<file path="src/rtl/mem_port_arbiter.sv">
// -----------------------------------------------------------------------------
// mem_port_arbiter
//
// Shares one single-ported unified memory between instruction fetch (IF) and
// data memory access (DM). A four-state FSM (IDLE, BUSY_IF, BUSY_DM, DONE)
// holds a transaction on the memory port until mem_ready, then returns the
// response to its owner as a one-cycle valid pulse. DM has fixed priority over
// IF. A flush during a fetch lets the memory transaction finish but discards
// its response. A BUSY phase that waits TIMEOUT cycles without mem_ready is
// aborted, sets the sticky err flag and still completes with rdata = 0.
//
// Optional build macro: MEM_ARB_PERF_EN adds two saturating 16-bit counters
// (perf_conflict, perf_wait). Without it those ports do not exist.
//
// Ports:
//   clk                  system clock, rising edge
//   rst                  asynchronous active-low reset
//   if_req / if_addr     fetch request, held until if_valid
//   if_rdata / if_valid  registered fetch data, one-cycle completion pulse
//   if_stall             if_req & ~if_valid
//   dm_req / dm_we / dm_addr / dm_wdata   data request, held until dm_valid
//   dm_rdata / dm_valid  registered load data, one-cycle completion pulse
//   dm_stall             dm_req & ~dm_valid
//   flush                branch/jump taken, cancels an in-flight fetch
//   mem_req/mem_we/mem_addr/mem_wdata     memory request side
//   mem_rdata/mem_ready  memory response side (mem_ready is a 1-cycle ack)
//   err                  sticky timeout flag, cleared only by reset
//   perf_conflict/perf_wait (MEM_ARB_PERF_EN only) performance counters
// -----------------------------------------------------------------------------
module mem_port_arbiter #(
  parameter int AW      = 32,
  parameter int DW      = 32,
  parameter int TIMEOUT = 15
) (
  input  logic          clk,
  input  logic          rst,
  input  logic          if_req,
  input  logic [AW-1:0] if_addr,
  output logic [DW-1:0] if_rdata,
  output logic          if_valid,
  output logic          if_stall,
  input  logic          dm_req,
  input  logic          dm_we,
  input  logic [AW-1:0] dm_addr,
  input  logic [DW-1:0] dm_wdata,
  output logic [DW-1:0] dm_rdata,
  output logic          dm_valid,
  output logic          dm_stall,
  input  logic          flush,
  output logic          mem_req,
  output logic          mem_we,
  output logic [AW-1:0] mem_addr,
  output logic [DW-1:0] mem_wdata,
  input  logic [DW-1:0] mem_rdata,
  input  logic          mem_ready,
  output logic          err
`ifdef MEM_ARB_PERF_EN
  ,
  output logic [15:0]   perf_conflict,
  output logic [15:0]   perf_wait
`endif
);

  typedef enum logic [1:0] {
    S_IDLE    = 2'd0,
    S_BUSY_IF = 2'd1,
    S_BUSY_DM = 2'd2,
    S_DONE    = 2'd3
  } state_t;

  // Last waiting cycle before abort: the counter starts at 0 on entry to BUSY,
  // so seeing TIMEOUT-1 without mem_ready means TIMEOUT cycles have elapsed.
  localparam logic [3:0] TO_LAST = 4'(TIMEOUT - 1);

  state_t        r_state;
  state_t        w_state_next;

  logic          r_owner;     // 1 = DM owns the current transaction, 0 = IF
  logic          r_we;
  logic [AW-1:0] r_addr;
  logic [DW-1:0] r_wdata;
  logic          r_mem_req;
  logic          r_kill;
  logic [3:0]    r_to_cnt;
  logic          r_err;
  logic          r_if_valid;
  logic          r_dm_valid;
  logic [DW-1:0] r_if_rdata;
  logic [DW-1:0] r_dm_rdata;

  logic          w_busy;
  logic          w_accept_dm;
  logic          w_accept_if;
  logic          w_finish;    // BUSY ends this cycle (ack or timeout)
  logic          w_timeout;
  logic          w_drop;      // killed fetch: finish without a response
  logic          w_set_kill;
  logic [DW-1:0] w_rdata_cap;

  assign w_busy = (r_state == S_BUSY_IF) || (r_state == S_BUSY_DM);

  // ---------------------------------------------------------------------------
  // FSM: state register
  // ---------------------------------------------------------------------------
  always_ff @(posedge clk or negedge rst) begin
    if (!rst) begin
      r_state <= S_IDLE;
    end else begin
      r_state <= w_state_next;
    end
  end

  // ---------------------------------------------------------------------------
  // FSM: next state and control strobes
  // ---------------------------------------------------------------------------
  always_comb begin
    w_state_next = r_state;
    w_accept_dm  = 1'b0;
    w_accept_if  = 1'b0;
    w_finish     = 1'b0;
    w_timeout    = 1'b0;
    w_drop       = 1'b0;
    w_set_kill   = 1'b0;
    case (r_state)
      S_IDLE: begin
        if (dm_req) begin
          w_accept_dm  = 1'b1;
          w_state_next = S_BUSY_DM;
        end else if (if_req) begin
          w_accept_if  = 1'b1;
          w_set_kill   = flush;
          w_state_next = S_BUSY_IF;
        end
      end
      S_BUSY_IF, S_BUSY_DM: begin
        if (mem_ready) begin
          w_finish = 1'b1;
        end else if (r_to_cnt == TO_LAST) begin
          w_finish  = 1'b1;
          w_timeout = 1'b1;
        end
        if ((r_state == S_BUSY_IF) && flush) begin
          w_set_kill = 1'b1;
        end
        if (w_finish) begin
          // A flush in the very cycle the fetch completes also cancels it.
          if ((r_state == S_BUSY_IF) && (r_kill || flush)) begin
            w_drop       = 1'b1;
            w_state_next = S_IDLE;
          end else begin
            w_state_next = S_DONE;
          end
        end
      end
      S_DONE: begin
        // No acceptance here so a still-held req is not serviced twice.
        w_state_next = S_IDLE;
      end
      default: begin
        w_state_next = S_IDLE;
      end
    endcase
  end

  // DM writes return zero; an aborted transaction returns zero for anyone.
  assign w_rdata_cap = (w_timeout || (r_owner && r_we)) ? '0 : mem_rdata;

  // ---------------------------------------------------------------------------
  // Datapath and status registers
  // ---------------------------------------------------------------------------
  always_ff @(posedge clk or negedge rst) begin
    if (!rst) begin
      r_owner    <= 1'b0;
      r_we       <= 1'b0;
      r_addr     <= '0;
      r_wdata    <= '0;
      r_mem_req  <= 1'b0;
      r_kill     <= 1'b0;
      r_to_cnt   <= '0;
      r_err      <= 1'b0;
      r_if_valid <= 1'b0;
      r_dm_valid <= 1'b0;
      r_if_rdata <= '0;
      r_dm_rdata <= '0;
    end else begin
      if (w_accept_dm) begin
        r_owner <= 1'b1;
        r_we    <= dm_we;
        r_addr  <= dm_addr;
        r_wdata <= dm_wdata;
      end else if (w_accept_if) begin
        r_owner <= 1'b0;
        r_we    <= 1'b0;
        r_addr  <= if_addr;
        r_wdata <= '0;
      end

      r_mem_req <= (w_state_next == S_BUSY_IF) || (w_state_next == S_BUSY_DM);

      if (w_state_next == S_IDLE) begin
        r_kill <= 1'b0;
      end else if (w_set_kill) begin
        r_kill <= 1'b1;
      end

      if (w_accept_dm || w_accept_if) begin
        r_to_cnt <= '0;
      end else if (w_busy && !w_finish) begin
        r_to_cnt <= r_to_cnt + 4'd1;
      end

      if (w_timeout) begin
        r_err <= 1'b1;
      end

      // Valid is registered so it lines up with the DONE state.
      r_if_valid <= w_finish && !w_drop && !r_owner;
      r_dm_valid <= w_finish && r_owner;

      if (w_finish && !w_drop) begin
        if (r_owner) begin
          r_dm_rdata <= w_rdata_cap;
        end else begin
          r_if_rdata <= w_rdata_cap;
        end
      end
    end
  end

  assign mem_req   = r_mem_req;
  assign mem_we    = r_we && r_mem_req;
  assign mem_addr  = r_addr;
  assign mem_wdata = r_wdata;
  assign if_valid  = r_if_valid;
  assign dm_valid  = r_dm_valid;
  assign if_rdata  = r_if_rdata;
  assign dm_rdata  = r_dm_rdata;
  assign if_stall  = if_req && !r_if_valid;
  assign dm_stall  = dm_req && !r_dm_valid;
  assign err       = r_err;

  // ---------------------------------------------------------------------------
  // Optional performance counters (saturating)
  // ---------------------------------------------------------------------------
`ifdef MEM_ARB_PERF_EN
  logic [15:0] r_perf_conflict;
  logic [15:0] r_perf_wait;

  always_ff @(posedge clk or negedge rst) begin
    if (!rst) begin
      r_perf_conflict <= '0;
      r_perf_wait     <= '0;
    end else begin
      if ((r_state == S_IDLE) && if_req && dm_req && (r_perf_conflict != 16'hFFFF)) begin
        r_perf_conflict <= r_perf_conflict + 16'd1;
      end
      if ((if_stall || dm_stall) && (r_perf_wait != 16'hFFFF)) begin
        r_perf_wait <= r_perf_wait + 16'd1;
      end
    end
  end

  assign perf_conflict = r_perf_conflict;
  assign perf_wait     = r_perf_wait;
`else
  // Counters are not built in this configuration.
`endif

endmodule

</file>
<file path="config.mk">
export PLATFORM = sky130hd
export DESIGN_NAME = mem_port_arbiter
export DESIGN_NICKNAME = d
export VERILOG_FILES = /design/src/rtl/mem_port_arbiter.sv
export SDC_FILE = /design/constraint.sdc
export NUM_CORES = 1
export LEC_CHECK = 0
export ABC_CLOCK_PERIOD_IN_PS = 2300
export BUFFER_PORTS_ARGS = -buffer_cell sky130_fd_sc_hd__buf_2
export CAP_MARGIN = 40
export CORE_UTILIZATION = 48
export CTS_CLUSTER_SIZE = 16
export DETAILED_ROUTE_END_ITERATION = 10
export GPL_TIMING_DRIVEN = 0
export PLACE_DENSITY = 0.81
export SLEW_MARGIN = 30
export SYNTH_ARGS = -nofsm -noshare
export SYNTH_HDL_FRONTEND = slang
export SYNTH_SLANG_ARGS = --single-unit
</file>
<file path="constraint.sdc">
create_clock -name clk -period 2.3 [get_ports clk]
set_input_delay 0.46 -clock clk [delete_from_list [all_inputs] [get_ports clk]]
set_output_delay 0.46 -clock clk [all_outputs]
set_load 0.02 [all_outputs]
</file>
==> impl_metrics.json <==
{
  "worstSetupStartpoint": "r_state[1]",
  "drt_iter0_drc": 313,
  "viasPerCell": 5.158,
  "r2r_end": "mem_req",
  "rsz0062_at_grt": "no",
  "instances_no_fill": 1016,
  "fin_crit_ns": 2.034,
  "antenna_found_initial": 0,
  "start_kind": "register",
  "crit_path_cell_trace": "inv_1 -> ha_1 -> buf_2 -> nand2_1 -> o21ai_0 -> a211o_1 -> ha_1",
  "finalWorstSetupSlack_ns": 0.2656,
  "tightest_slew_ns": 0.7162,
  "start_util_pct": 49.13,
  "crit_path_end_kind": "register",
  "placed_cells": 985,
  "cts_setup_buffers": 0,
  "syn_area_per_cell_sq_um": 11.33,
  "cap_violations": 0,
  "antenna_left": 0,
  "gp_congestion": 0.8358,
  "die-area_sq_mm": 0.01332,
  "num-fill-cells": 1007,
  "die_y_um": 115.4,
  "insertion_delay_ns": 0.41,
  "final-hold-violation-count": 5,
  "finalCritPeriodShare_pct": 88.45,
  "synthArstFlopShare_pct": 100.0,
  "synth_most_common_cell": "dfrtp_1",
  "synth-seq-area-share_pct": 57.14,
  "p_per_area_mw_per_mm2": 1572,
  "routed_wl_mm": 16.02,
  "slew_viol_final": 0,
  "grt_pass1_wl_mm": 24.75,
  "crit_arrival_ns": 2.33,
  "grt_overflow": 0,
  "diodes": 0,
  "drc": 0,
  "r2r_start": "r_state[1]",
  "hp-class": "in -> async",
  "synth_top_area_share_pct": 57.14,
  "clockRootBuffer": "clkbuf_16",
  "dp_hpwl_mm": 11.63,
  "outcome": "finished with violations",
  "setup_viol": 0,
  "slowest_delay_ns": 0.40,
  "cts_made_buffers": 17,
  "leakage_nw": 4.228,
  "cpMostUsedCell": "ha_1",
  "dr.pass1.iters": 4,
  "synth_largest_area_cell": "dfrtp_1",
  "ios": 270,
  "reg2reg_depth": 7,
  "die_w_um": 115.4,
  "p_total_mw": 13.09,
  "slew_headroom_pct": 51.93,
  "tns_ns": 0,
  "drive_above_1_share_pct": 37.68,
  "io_buffers": 267,
  "grt.total_usage_pct": 24.31,
  "cts_max_level": 4,
  "rrSetupSlack_ns": 0.27,
  "worstSetupPathType": "reg -> reg",
  "ir_drop_mv": 0.7988,
  "syn-num-nets": 686,
  "syn_area_sq_mm": 0.006175,
  "violations": "hold timing",
  "preCtsSetupSlack_ns": 0.2019,
  "path_clk_slew_ns": 0.06,
  "yosys_warnings": 0,
  "slowest_stage": "dfrtp_1",
  "grt_max_degree": 73,
  "nets": 973,
  "synth_edf_count": 0,
  "cts.sinks": 141,
  "cts_tree": "built",
  "design.core.area_sq_mm": 0.01257,
  "cp-endpoint": "mem_req",
  "synthCells": 545,
  "crit_required_ns": 2.60,
  "yosysUniqueCellTypes": 37,
  "synth_area_leaders": "dfrtp_1, mux2i_1, a22o_1, inv_1, o22ai_1",
  "area_growth_syn_to_layout_pct": 34.91,
  "synthFlopType": "dfrtp_1",
  "ys_seq_elements": 141,
  "hold_ws_ns": -0.007111,
  "grt_pass1_vias": 5087,
  "rows": 41,
  "via_count": 5241,
  "ys_top_cells_by_count": "dfrtp_1, inv_1, mux2i_1",
  "clockBufferDepth": 2,
  "skew_ns": 0.008753,
  "wl_per_cell_um": 15.76,
  "max_freq_mhz": 491.5,
  "cp_max_fo": 10
}
## worst min path at each step
stage / from / end / slack, ns / cells past startpoint
final: rst / if_rdata[10] / -0.007 / 1
after detailed placement: rst / if_rdata[10] / 0.45 / 1
after global placement: err / err / 0.44 / 1
after CTS: rst / if_rdata[10] / 0.009 / 1
after global routing: rst / if_rdata[10] / 0.02 / 1
after floorplan: rst / dm_rdata[0] / 0.16 / 0
## layout make-up
cell class                      instances  area (sq um)  share of cell area [%]
Clock inverter                          7         88.84                   1.066
Clock buffer                           24         471.7                   5.662
Tap cell                              172         215.2                   2.583
Sequential cell                       141          3528                   42.36
Inverter                               70         262.8                   3.154
Multi-Input combinational cell        292          2141                   25.70
Buffer                                 42         249.0                   2.989
Timing Repair Buffer                  268          1374                   16.49
## cell usage in the layout (no fill, tap or decap), drive strengths merged, types with 3 or more instances in the layout
cell    count
nand2b      3
ha          6
nor2       16
o21ai       6
inv        70
o22ai      40
nor2b       4
a22o       33
a21oi      23
clkbuf     45
clkinv      5
mux2i      64
nand2      30
dfrtp     141
nand3       3
a31oi      13
buf       289
o211ai     32
## per-stage QoR
stage / util (%) / hold slack [ns] / cell area [sq um]
after floorplan: - / 0.1644 / 6175
after global placement: 61.47 / 0.4374 / 7726
after detailed placement: 61.77 / 0.4494 / 7764
after CTS: 66.23 / 0.008976 / 8324
after global routing: 66.28 / 0.02486 / 8330
final: 66.28 / -0.007111 / 8330
## metal layers
layer	track usage, %	vias to the layer above	share of wire [%]
li1	-	2507	-
met1	30.78	2510	44
met2	40.12	204	48
met3	6.381	20	6.9
met4	9.177	0	1.7
met5	0	-	0
## critical path, delay by kind of cell, from the launching register on
| family | cells | cell delay [ns] |
|---|---|---|
| simple gates | 1 | 0.25 |
| buf+inv | 2 | 0.27 |
| compound gates | 2 | 0.48 |
| flops | 1 | 0.40 |
| fa+ha+maj | 2 | 0.52 |
## cell families after synthesis
logic type / after synthesis / synth area share [%]
AOI/OAI and AO/OA: 159 / 18.18
DFF: 141 / 57.14
buffers and inverters: 112 / 8.288
muxes: 64 / 10.37
and+or+nand+nor: 63 / 4.803
adders and majority gates: 6 / 1.216
## state kept, by name (all words and copies together), names as in the netlist, 2 cells and up
register	cells
if_rdata	32
dm_rdata	32
r_state	2
r_to_cnt	4
mem_addr	32
mem_wdata	32
## report_power, final
part           leakage, nW  internal (mW)  switching (mW)
clock network        0.278           1.64           0.997
logic                 2.25           2.31            3.74
registers             1.70           3.70           0.710
## repair_timing
item	4_1_cts	5_1_grt
endpoints found under the setup margin	0	2
gates resized for setup	0	1
hold buffers	0	0
Power figures use the tool's default switching activity.
